**src/rtl/regfile_wb_arbiter_pkg.sv**
```systemverilog
// Shared types and defaults for the register-file writeback arbiter.
package regfile_pkg;

    localparam int DEF_DATA_W = 32;
    localparam int DEF_ADDR_W = 5;
    localparam int DEF_NREGS  = 2 ** DEF_ADDR_W;

    typedef enum logic {
        IDLE  = 1'b0,
        WRITE = 1'b1
    } wb_state_t;

    localparam int REQ_ALU  = 0;
    localparam int REQ_LOAD = 1;

endpackage

```
**src/rtl/regfile_wb_arbiter_if.sv**
```systemverilog
// Writeback request bus and register-file write port between requesters and the arbiter.
interface regfile_wb_arbiter_if #(
    parameter int DATA_W = regfile_pkg::DEF_DATA_W,
    parameter int ADDR_W = regfile_pkg::DEF_ADDR_W
);
    logic [1:0]        req_valid;
    logic [1:0]        req_ready;
    logic [ADDR_W-1:0] req_addr0;
    logic [ADDR_W-1:0] req_addr1;
    logic [DATA_W-1:0] req_data0;
    logic [DATA_W-1:0] req_data1;
    logic [ADDR_W-1:0] write_reg;
    logic [DATA_W-1:0] write_data;
    logic              regWrite;
    logic [1:0]        grant;

    modport master (
        output req_valid, req_addr0, req_addr1, req_data0, req_data1,
        input  req_ready, write_reg, write_data, regWrite, grant
    );

    modport slave (
        input  req_valid, req_addr0, req_addr1, req_data0, req_data1,
        output req_ready, write_reg, write_data, regWrite, grant
    );
endinterface

```
**src/rtl/regfile_wb_arbiter_hold_buf.sv**
```systemverilog
// One-entry valid/ready holding register; a drain and a refill may share one edge.
module wb_hold_buf #(
    parameter int DATA_W = 32,
    parameter int ADDR_W = 5
) (
    input  logic              clk,
    input  logic              rst_n,
    input  logic              in_valid,
    input  logic [ADDR_W-1:0] in_addr,
    input  logic [DATA_W-1:0] in_data,
    input  logic              drain,
    output logic              in_ready,
    output logic              full,
    output logic [ADDR_W-1:0] addr,
    output logic [DATA_W-1:0] data
);
    logic              full_q;
    logic [ADDR_W-1:0] addr_q;
    logic [DATA_W-1:0] data_q;

    assign in_ready = !full_q || drain;
    assign full     = full_q;
    assign addr     = addr_q;
    assign data     = data_q;

    always_ff @(posedge clk or negedge rst_n) begin
        if (!rst_n) begin
            full_q <= 1'b0;
            addr_q <= '0;
            data_q <= '0;
        end else if (in_valid && in_ready) begin
            full_q <= 1'b1;
            addr_q <= in_addr;
            data_q <= in_data;
        end else if (drain) begin
            full_q <= 1'b0;
        end
    end
endmodule

```
**src/rtl/regfile_wb_arbiter.sv**
```systemverilog
// Round-robin sharing of the register-file write port between ALU and load writeback,
// plus a pending-write scoreboard for RAW hazards. WB_FORWARD_EN adds write-port forwarding.
//
// state | meaning
// IDLE  | no grant this cycle, regWrite low
// WRITE | one buffer granted, its write is on the port
module regfile_wb_arbiter
    import regfile_pkg::*;
#(
    parameter int DATA_W = DEF_DATA_W,
    parameter int ADDR_W = DEF_ADDR_W
) (
    input  logic                 clk,
    input  logic                 rst_n,
    regfile_wb_arbiter_if.slave  wb,
    input  logic                 claim_valid,
    input  logic [ADDR_W-1:0]    claim_addr,
    input  logic [ADDR_W-1:0]    chk_addr_a,
    input  logic [ADDR_W-1:0]    chk_addr_b,
    output logic                 hazard
`ifdef WB_FORWARD_EN
    ,
    output logic                 fwd_hit_a,
    output logic                 fwd_hit_b,
    output logic [DATA_W-1:0]    fwd_data_a,
    output logic [DATA_W-1:0]    fwd_data_b
`endif
);
    localparam int NREGS = 2 ** ADDR_W;

    logic [1:0]        buf_full;
    logic [1:0]        buf_ready;
    logic [ADDR_W-1:0] buf_addr [2];
    logic [DATA_W-1:0] buf_data [2];

    wb_state_t         state_q, state_d;
    logic [1:0]        grant_q, grant_d;
    logic              rr_q, rr_d;
    logic [1:0]        eligible;

    logic              wr_en_q, wr_en_d;
    logic [ADDR_W-1:0] wr_addr_q, wr_addr_d;
    logic [DATA_W-1:0] wr_data_q, wr_data_d;
    logic              sel;

    logic [NREGS-1:0]  pend_q, pend_d;
    logic              hz_a, hz_b;

    wb_hold_buf #(.DATA_W(DATA_W), .ADDR_W(ADDR_W)) u_buf_alu (
        .clk      (clk),
        .rst_n    (rst_n),
        .in_valid (wb.req_valid[REQ_ALU]),
        .in_addr  (wb.req_addr0),
        .in_data  (wb.req_data0),
        .drain    (grant_q[REQ_ALU]),
        .in_ready (buf_ready[REQ_ALU]),
        .full     (buf_full[REQ_ALU]),
        .addr     (buf_addr[REQ_ALU]),
        .data     (buf_data[REQ_ALU])
    );

    wb_hold_buf #(.DATA_W(DATA_W), .ADDR_W(ADDR_W)) u_buf_load (
        .clk      (clk),
        .rst_n    (rst_n),
        .in_valid (wb.req_valid[REQ_LOAD]),
        .in_addr  (wb.req_addr1),
        .in_data  (wb.req_data1),
        .drain    (grant_q[REQ_LOAD]),
        .in_ready (buf_ready[REQ_LOAD]),
        .full     (buf_full[REQ_LOAD]),
        .addr     (buf_addr[REQ_LOAD]),
        .data     (buf_data[REQ_LOAD])
    );

    assign wb.req_ready = buf_ready;

    // A buffer being drained this cycle must not be granted again.
    assign eligible = buf_full & ~grant_q;

    always_ff @(posedge clk or negedge rst_n) begin
        if (!rst_n) begin
            state_q <= IDLE;
            grant_q <= '0;
            rr_q    <= 1'b0;
        end else begin
            state_q <= state_d;
            grant_q <= grant_d;
            rr_q    <= rr_d;
        end
    end

    always_comb begin
        state_d = state_q;
        grant_d = '0;
        rr_d    = rr_q;
        case (state_q)
            IDLE:    if (|buf_full) state_d = WRITE;
            WRITE:   if (!(|eligible)) state_d = IDLE;
            default: state_d = IDLE;
        endcase
        if (&eligible) begin
            grant_d = rr_q ? 2'b10 : 2'b01;
            rr_d    = ~rr_q;
        end else if (eligible[REQ_ALU]) begin
            grant_d = 2'b01;
            rr_d    = 1'b1;
        end else if (eligible[REQ_LOAD]) begin
            grant_d = 2'b10;
            rr_d    = 1'b0;
        end
    end

    // Register 0 writes still consume a grant but never strobe the register file.
    always_comb begin
        sel       = grant_d[REQ_LOAD];
        wr_en_d   = (|grant_d) && (buf_addr[sel] != '0);
        wr_addr_d = wr_addr_q;
        wr_data_d = wr_data_q;
        if (|grant_d) begin
            wr_addr_d = buf_addr[sel];
            wr_data_d = buf_data[sel];
        end
    end

    always_ff @(posedge clk or negedge rst_n) begin
        if (!rst_n) begin
            wr_en_q   <= 1'b0;
            wr_addr_q <= '0;
            wr_data_q <= '0;
            pend_q    <= '0;
        end else begin
            wr_en_q   <= wr_en_d;
            wr_addr_q <= wr_addr_d;
            wr_data_q <= wr_data_d;
            pend_q    <= pend_d;
        end
    end

    assign wb.regWrite   = wr_en_q;
    assign wb.write_reg  = wr_addr_q;
    assign wb.write_data = wr_data_q;
    assign wb.grant      = grant_q;

    // A claim landing with the clearing write wins: the newer producer is still outstanding.
    always_comb begin
        pend_d = pend_q;
        if (wr_en_q) pend_d[wr_addr_q] = 1'b0;
        if (claim_valid && (claim_addr != '0)) pend_d[claim_addr] = 1'b1;
    end

`ifdef WB_FORWARD_EN
    assign fwd_hit_a  = wr_en_q && (chk_addr_a != '0) && (chk_addr_a == wr_addr_q);
    assign fwd_hit_b  = wr_en_q && (chk_addr_b != '0) && (chk_addr_b == wr_addr_q);
    assign fwd_data_a = wr_data_q;
    assign fwd_data_b = wr_data_q;
    assign hz_a = (chk_addr_a != '0) && pend_q[chk_addr_a] && !fwd_hit_a;
    assign hz_b = (chk_addr_b != '0) && pend_q[chk_addr_b] && !fwd_hit_b;
`else
    assign hz_a = (chk_addr_a != '0) && pend_q[chk_addr_a];
    assign hz_b = (chk_addr_b != '0) && pend_q[chk_addr_b];
`endif

    assign hazard = hz_a || hz_b;
endmodule

```
**src/flat_wrapper.sv**
```systemverilog
// flat-port wrapper written by rule: the top's interface ports become plain ports
module regfile_wb_arbiter_flat import regfile_pkg::*;
#(
    parameter int DATA_W = DEF_DATA_W,
    parameter int ADDR_W = DEF_ADDR_W
)
  (clk, rst_n, claim_valid, claim_addr, chk_addr_a, chk_addr_b, hazard, wb_req_valid, wb_req_addr0, wb_req_addr1, wb_req_data0, wb_req_data1, wb_req_ready, wb_write_reg, wb_write_data, wb_regWrite, wb_grant);
  regfile_wb_arbiter_if #(.DATA_W(DATA_W), .ADDR_W(ADDR_W)) wb_i ();
  input  logic clk;
  input  logic rst_n;
  input  logic claim_valid;
  input  logic [ADDR_W-1:0] claim_addr;
  input  logic [ADDR_W-1:0] chk_addr_a;
  input  logic [ADDR_W-1:0] chk_addr_b;
  output logic hazard;
  input wire logic [$bits(wb_i.req_valid)-1:0] wb_req_valid;
  input wire logic [$bits(wb_i.req_addr0)-1:0] wb_req_addr0;
  input wire logic [$bits(wb_i.req_addr1)-1:0] wb_req_addr1;
  input wire logic [$bits(wb_i.req_data0)-1:0] wb_req_data0;
  input wire logic [$bits(wb_i.req_data1)-1:0] wb_req_data1;
  output wire logic [$bits(wb_i.req_ready)-1:0] wb_req_ready;
  output wire logic [$bits(wb_i.write_reg)-1:0] wb_write_reg;
  output wire logic [$bits(wb_i.write_data)-1:0] wb_write_data;
  output wire logic [$bits(wb_i.regWrite)-1:0] wb_regWrite;
  output wire logic [$bits(wb_i.grant)-1:0] wb_grant;
  assign wb_i.req_valid = wb_req_valid;
  assign wb_i.req_addr0 = wb_req_addr0;
  assign wb_i.req_addr1 = wb_req_addr1;
  assign wb_i.req_data0 = wb_req_data0;
  assign wb_i.req_data1 = wb_req_data1;
  assign wb_req_ready = wb_i.req_ready;
  assign wb_write_reg = wb_i.write_reg;
  assign wb_write_data = wb_i.write_data;
  assign wb_regWrite = wb_i.regWrite;
  assign wb_grant = wb_i.grant;
  regfile_wb_arbiter #(.DATA_W(DATA_W), .ADDR_W(ADDR_W)) u_core (.clk(clk), .rst_n(rst_n), .wb(wb_i), .claim_valid(claim_valid), .claim_addr(claim_addr), .chk_addr_a(chk_addr_a), .chk_addr_b(chk_addr_b), .hazard(hazard));
endmodule
```
**config.mk**
```make
export PLATFORM = sky130hd
export DESIGN_NAME = regfile_wb_arbiter_flat
export DESIGN_NICKNAME = d
export VERILOG_FILES = /design/src/rtl/regfile_wb_arbiter_pkg.sv /design/src/rtl/regfile_wb_arbiter_if.sv /design/src/rtl/regfile_wb_arbiter_hold_buf.sv /design/src/rtl/regfile_wb_arbiter.sv /design/src/flat_wrapper.sv
export SDC_FILE = /design/constraint.sdc
export NUM_CORES = 1
export LEC_CHECK = 0
export BUFFER_PORTS_ARGS = -buffer_cell sky130_fd_sc_hd__buf_2
export CAP_MARGIN = 40
export CORE_MARGIN = 2
export CORE_UTILIZATION = 42
export DETAILED_ROUTE_END_ITERATION = 16
export MAX_ROUTING_LAYER = met4
export PLACE_DENSITY = 0.76
export RECOVER_POWER = 50
export SLEW_MARGIN = 20
export SYNTH_ARGS = -nofsm -noshare
export SYNTH_HDL_FRONTEND = slang
export SYNTH_SLANG_ARGS = --single-unit
```
**constraint.sdc**
```tcl
create_clock -name clk -period 1.74 [get_ports clk]
set_input_delay 0.174 -clock clk [delete_from_list [all_inputs] [get_ports clk]]
set_output_delay 0.174 -clock clk [all_outputs]
set_load 0.02 [all_outputs]
```
==> impl_results.md, run 1 <==
- Post-DR vias/cell: 5.45
- Routed Antenna Nets: 0
- Slowest cell on crit path: dfrtp_1
- Final Cycle Share: 130%
- Worst-Margin Slew: about 1.1 ns
- Netlist cell types: 35
- RSZ-0062 raised after global routing: true
- Setup violations, final: 1
- Row cnt: 44
- Antenna violations before repair: 0
- Max Buffers Root-to-Sink: 2
- Syn Area/Cell: ~12 um^2
- Clk Latency, worst-skew pair: around 0.42 ns
- Initial Util: 43.3%
- Yosys top cell area share: between 50% and 60%
- Hold Vio Cnt, Final: 0
- Layout area overhead: 37.5%
- Critical path class: flip-flop to output port
- # DRC: 0
- Core area: 14600 um^2
- Worst-path fanout max: 3
- Setup WS post-layout: -0.523 ns
- Initial DRC Count: about 230
- Worst slack, placed: -0.192 ns
- FMAX: roughly 440 MHz
- Maximum VDD drop: about 1200 uV
- Worst setup EP type: output port
- CP Buf/Inv Count: 1
- P per Cell Area: between 1500 and 2000 nW/um^2
- Max-cap violations: 0
- Routed len/inst: about 18 um
- Top Ports: 137
- Total Die Area: ~16000 um^2
- Root buf cell: clkbuf_16
- GRT Util Overall: a little under a quarter
- CP Launch Type: flip-flop
- Largest net degree at the start of global routing: 51
- Failing checks: negative setup slack
- Number of port buffers: between 100 and 150
- Tmin final: around 2.3 ns
- Slowest stage delay, CP: roughly 0.4 ns
- Die X-Extent: ~130 um
- Crit-path leading delay family: simple AND/OR/NAND/NOR gates
- Detailed Place HPWL: around 11 mm
- Vias: 5104
- Clock Skew: 0.00836 ns
- Share of layout cells above drive strength 1: 35.4%
- GR Overflow Total: 0
- Yosys reg bits: 148
- Top cells by area, synth: dfrtp_1, mux2_2, o21ai_0
- Top FF cell, synth: dfrtp_1
- H-tree Lvls: 4
- Min-Delay Path Class: input port to flip-flop
- Synthesized Nets: between 600 and 700
- Util after Layout: between 50% and 60%
- Post-Syn Instances: ~520
- Netlist Area Pre-Place: about 6300 um^2
- GPL Wtd Cong: ~0.93
- Post-synthesis sequential area ratio: 58.4%
- Count of pins over their slew limit: 0
- Cell accounting for the most synthesized area: dfrtp_1
- Clock buffers created by TritonCTS: 17
- Required @ worst endpoint: approximately 1.6 ns
- Yosys synthesis warning count: 0
- Most frequent cell after synthesis: dfrtp_1
- Router iterations before antenna repair: 5
- Asr flop ratio synth: 100%
- Top cells by count, synth: dfrtp_1, mux2_2, nor2_1
- Post-synth EDFFs: 0
- Clock transition at path regs: 0.06 ns
- Antenna Diode Count: 0
- Detailed Route WL: about 17 mm
- Clock sinks: between 100 and 150
- CTS tree: done
- CP arrival: between 2 and 2.5 ns
- Slew margin rel.: a little over a quarter
- Outcome: finished, violations left
- Leak: approximately 3.8 nW
- Nets: ~830
- Crit-path cells: mux2_2 -> a221oi_4 -> a2111oi_0 -> nor4_1 -> nand3_1 -> buf_2
- Die Y: approximately 130 um
- First-pass GRT wire length: 28.1 mm
- Vias in the first global route: around 5700
timing repair:
action,CTS,global route
endpoints found under the hold margin,115,0
buffers inserted,0,0
pin swaps,0,0
hold buffers,74,0
gates resized for setup,2,1
setup endpoints to repair,1,1
where the power goes:
part / switching [W] / internal (W) / leakage (nW)
Clock: 0.00138 / 0.00243 / 0.299
Sequential: 0.00123 / 0.00523 / 1.69
Combinational: 0.00331 / 0.00283 / 1.79
Total: 0.00591 / 0.0105 / 3.79
layout by cell type, fill, tap and decap left out, drive strengths merged:
cell type and count:
bufinv 4, o22ai 34, or3 2, dlygate4sd3 74, o21ai 64, a21oi 5, a21o 1, or4 1
nor2b 2, inv 5, clkbuf 44, nor3 2, nand2b 4, o2111ai 1, buf 137, or3b 4
o41ai 1, nor4 2, mux4 12, a31oi 1, dfrtp 148, a221oi 1, clkinv 5, nand2 12
o311a 1, mux2i 9, a2111oi 1, o211ai 1, nor4b 1, nand3b 10, nand3 6, mux2 81
nor2 76
metal layers:
metal | up-vias | part of all wire [%] | GRT usage (%)
met4 | 0 | 2.5 | 10.5
met3 | 37 | 5.4 | 5.15
met1 | 2558 | 39 | 25.7
met2 | 195 | 53 | 39.7
li1 | 2314 | - | -
met5 | - | 0 | -
area by class of cell:
cell class | count | area [um^2]
repair buffers | 232 | 1650
fillers | 1140 | 5930
clock buffers | 23 | 458
flip-flops and latches | 148 | 3700
multi-input cells | 335 | 2500
inverters | 5 | 18.8
well taps | 184 | 230
clock inverters | 9 | 153
stage by stage:
stage / total power, W / instances / hold slack, ns / area, um^2 / TNS (ns)
after global routing: 0.0174 / 936 / 0.0127 / 8720 / -5.45
after global placement: 0.0121 / 830 / 0.120 / 7390 / -0.197
final: 0.0164 / 936 / 0.0135 / 8720 / -0.523
after CTS: 0.0164 / 936 / 0.000471 / 8750 / -0.538
after detailed placement: 0.0124 / 830 / 0.129 / 7390 / -0.192
after floorplan: 0.0102 / 518 / -0.122 / 6340 / 0
path summary, 6_finish.rpt:
| path | startpoint | end | slack (ns) | cells after the start |
|---|---|---|---|---|
| min in group asynchronous | rst_n | u_core.pend_q[18]$_DFF_PN0_ | 0.49 | 2 |
| setup reg to reg | u_core.wb.grant[0]$_DFF_PN0_ | u_core.u_buf_alu.data[28]$_DFFE_PN0P_ | 0.09 | 4 |
| setup / recovery | u_core.pend_q[2]$_DFF_PN0_ | hazard | -0.52 | 6 |
| max in group asynchronous | rst_n | u_core.wb.write_data[31]$_DFFE_PN0P_ | 0.19 | 3 |
| hold reg to reg | u_core.u_buf_alu.data[17]$_DFFE_PN0P_ | u_core.u_buf_alu.data[17]$_DFFE_PN0P_ | 0.51 | 1 |
| hold / removal | wb_req_addr1[4] | u_core.u_buf_load.addr[4]$_DFFE_PN0P_ | 0.01 | 2 |
cell families (layout without fill, tap and decap cells):
logic type / Yosys count / after routing / share of synthesized area, %
flops: 148 / 148 / 58.4
buf+inv: 35 / 269 / 2.64
compound gates: 111 / 111 / 9.94
simple gates: 122 / 122 / 8.82
mux: 102 / 102 / 20.2
Power figures use the tool's default switching activity.
==> run 2, diff against run 1 <==
Settings changed: PLACE_DENSITY 0.76 to 0.7.
==> impl_results.md, run 2 (same netlist as run 1, synthesis figures left out) <==
- Total Die Area: 16100 um^2 (unchanged)
- Required @ worst endpoint: 1.57 ns (about the same)
- Worst slack, placed: -0.169 ns (was -0.192 ns)
- Met2 global-route usage: 38.9% (was 39.7%)
- Slew margin rel.: 22.5% (was 26.7%)
- Die Y: 127 um (unchanged)
- GRT Util Overall: 22.9% (was 23.1%)
- Placed cells: 835 (was 830)
- Cell area after layout: 8670 um^2 (was 8720 um^2)
- Share of layout cells above drive strength 1: 36.3% (was 35.4%)
- Max Buffers Root-to-Sink: 2 (unchanged)
- Core area: 14600 um^2 (unchanged)
- Critical path class: flip-flop to output port (unchanged)
- FMAX: 430 MHz (was 442 MHz)
- Top Ports: 137 (unchanged)
- Row cnt: 44 (unchanged)
- Initial DRC Count: 253 (was 228)
- Detailed Place HPWL: 11.2 mm (was 10.9 mm)
- Routed Antenna Nets: 0 (unchanged)
- Nets: 834 (was 833)
- Detailed Route WL: 17.2 mm (was 17.3 mm)
- Initial Util: 43.3% (unchanged)
- Clock transition at path regs: 0.05 ns (was 0.06 ns)
- Max-cap violations: 0 (unchanged)
- Number of port buffers: 136 (unchanged)
- Routed len/inst: 18.4 um (about the same)
- H-tree Lvls: 4 (unchanged)
- Final Cycle Share: 134% (was 130%)
- Vias in the first global route: 5659 (was 5697)
- Worst r2r path cells: 5 (was 4)
- Reg-to-reg slack, setup: 0.15 ns (was 0.09 ns)
- Post-DR vias/cell: 5.49 (was 5.45)
- CP Launch Type: flip-flop (unchanged)
- Router iterations before antenna repair: 4 (was 5)
- Antenna Diode Count: 0 (unchanged)
- Worst setup EP type: output port (unchanged)
- GR peak layer: met2 (unchanged)
- Crit path to: hazard (unchanged)
- Maximum VDD drop: 1170 uV (was 1250 uV)
- Die X-Extent: 127 um (unchanged)
- Met1 Use GR: 26.0% (was 25.7%)
- Hold Vio Cnt, Final: 0 (unchanged)
- CTS tree: done (unchanged)
- Clk Latency, worst-skew pair: 0.42 ns (about the same)
- Leak: 3.77 nW (was 3.79 nW)
- Worst-path fanout max: 3 (unchanged)
- Vias: 5139 (was 5104)
- Setup violations, final: 1 (unchanged)
- Antenna violations before repair: 0 (unchanged)
- Clock buffers created by TritonCTS: 17 (unchanged)
- Leading cell type in the layout, fill and taps excluded: dfrtp_1 (unchanged)
- GR Overflow Total: 0 (unchanged)
- CP arrival: 2.15 ns (was 2.09 ns)
- Tmin final: 2.33 ns (was 2.26 ns)
- # DRC: 0 (unchanged)
- Most frequent cells in the layout: dfrtp_1, buf_2, mux2_2, nor2_1, dlygate4sd3_1 (unchanged)
- GPL Wtd Cong: 0.934 (about the same)
- RSZ-0062 raised after global routing: true (unchanged)
- Clock Skew: 0.00835 ns (was 0.00836 ns)
- Layout area overhead: 36.7% (was 37.5%)
- Tot Pwr: 0.0164 W (about the same)
- Root buf cell: clkbuf_16 (unchanged)
- Post-CTS Setup Bufs: 0 (unchanged)
- CP Launch Point: u_core.pend_q[11]$_DFF_PN0_ (was u_core.pend_q[2]$_DFF_PN0_)
- Setup_tns: -0.587 ns (was -0.523 ns)
- Outcome: finished, violations left (unchanged)
- RR Endpoint: u_core.wb.write_data[23]$_DFFE_PN0P_ (was u_core.u_buf_alu.data[28]$_DFFE_PN0P_)
- Grt met3 use: 6.54% (was 5.15%)
- Failing checks: negative setup slack (unchanged)
- Reg-to-reg critical path startpoint: u_core.wb.grant[0]$_DFF_PN0_ (unchanged)
- Final Non-Filler Cells: 936 (unchanged)
- Placed Instance Area: 7400 um^2 (was 7390 um^2)
- First-pass GRT wire length: 27.9 mm (was 28.1 mm)
- Count of pins over their slew limit: 0 (unchanged)
- P per Cell Area: 1890 nW/um^2 (was 1880 nW/um^2)
- Min-Delay Path Class: input port to flip-flop (unchanged)
- Clock sinks: 148 (unchanged)
- Worst-Margin Slew: 1.16 ns (was 1.10 ns)
- Setup WS post-layout: -0.587 ns (was -0.523 ns)
- Largest net degree at the start of global routing: 45 (was 51)
## run 2: stage by stage
step | hold slack [ns] | util (%)
2_1_floorplan | -0.122 | -
3_3_place_gp | 0.132 | 50.6
3_5_place_dp | 0.137 | 50.6
4_1_cts | 0.000593 | 59.6
5_1_grt | 0.00188 | 59.2
6_report | 0.0138 | 59.2
## run 2: critical path, stage by stage, from the launching register on
cell	delay, ns
dfrtp_1	0.39
mux4_2	0.51
o2111ai_2	0.18
o41ai_1	0.10
nor4_1	0.30
nand3_1	0.10
buf_2	0.16
## run 2: area by class of cell
cell class	instances	area (um^2)
Fill cell	1176	5970
Sequential cell	148	3700
Multi-Input combinational cell	335	2490
Timing Repair Buffer	233	1600
Clock buffer	21	450
Tap cell	184	230
Clock inverter	10	173
Inverter	5	18.8
## run 2: repair_timing
action                     in CTS  in global routing
resized for setup               1                  0
hold buffers                   70                  0
hold endpoints to repair      108                  0
pin swaps                       0                  2
setup endpoints to repair       1                  1
## run 2: how the worst min path moves through the flow
| stage | start | end | slack [ns] | depth (start not counted) |
|---|---|---|---|---|
| 4_1_cts | wb_req_data0[2] | u_core.u_buf_alu.data[2]$_DFFE_PN0P_ | 0.0006 | 2 |
| 6_report | wb_req_data1[5] | u_core.u_buf_load.data[5]$_DFFE_PN0P_ | 0.01 | 2 |
| 5_1_grt | wb_req_addr1[2] | u_core.u_buf_load.addr[2]$_DFFE_PN0P_ | 0.002 | 2 |
| 2_1_floorplan | rst_n | u_core.pend_q[10]$_DFF_PN0_ | -0.12 | 0 |
| 3_3_place_gp | rst_n | u_core.pend_q[1]$_DFF_PN0_ | 0.13 | 1 |
| 3_5_place_dp | rst_n | u_core.pend_q[2]$_DFF_PN0_ | 0.14 | 1 |
## run 2: per-layer routing
metal  vias to the layer above  part of all wire, %
li1                       2321                    -
met1                      2634                   41
met2                       171                   52
met3                        13                  6.1
met4                         0                 0.89
met5                         -                    0
## run 2: power by group
part | switching (W) | leakage [nW] | internal (W)
clock | 0.00140 | 0.296 | 0.00245
sequential | 0.00118 | 1.69 | 0.00523
combinational | 0.00336 | 1.78 | 0.00278
total | 0.00595 | 3.77 | 0.0105
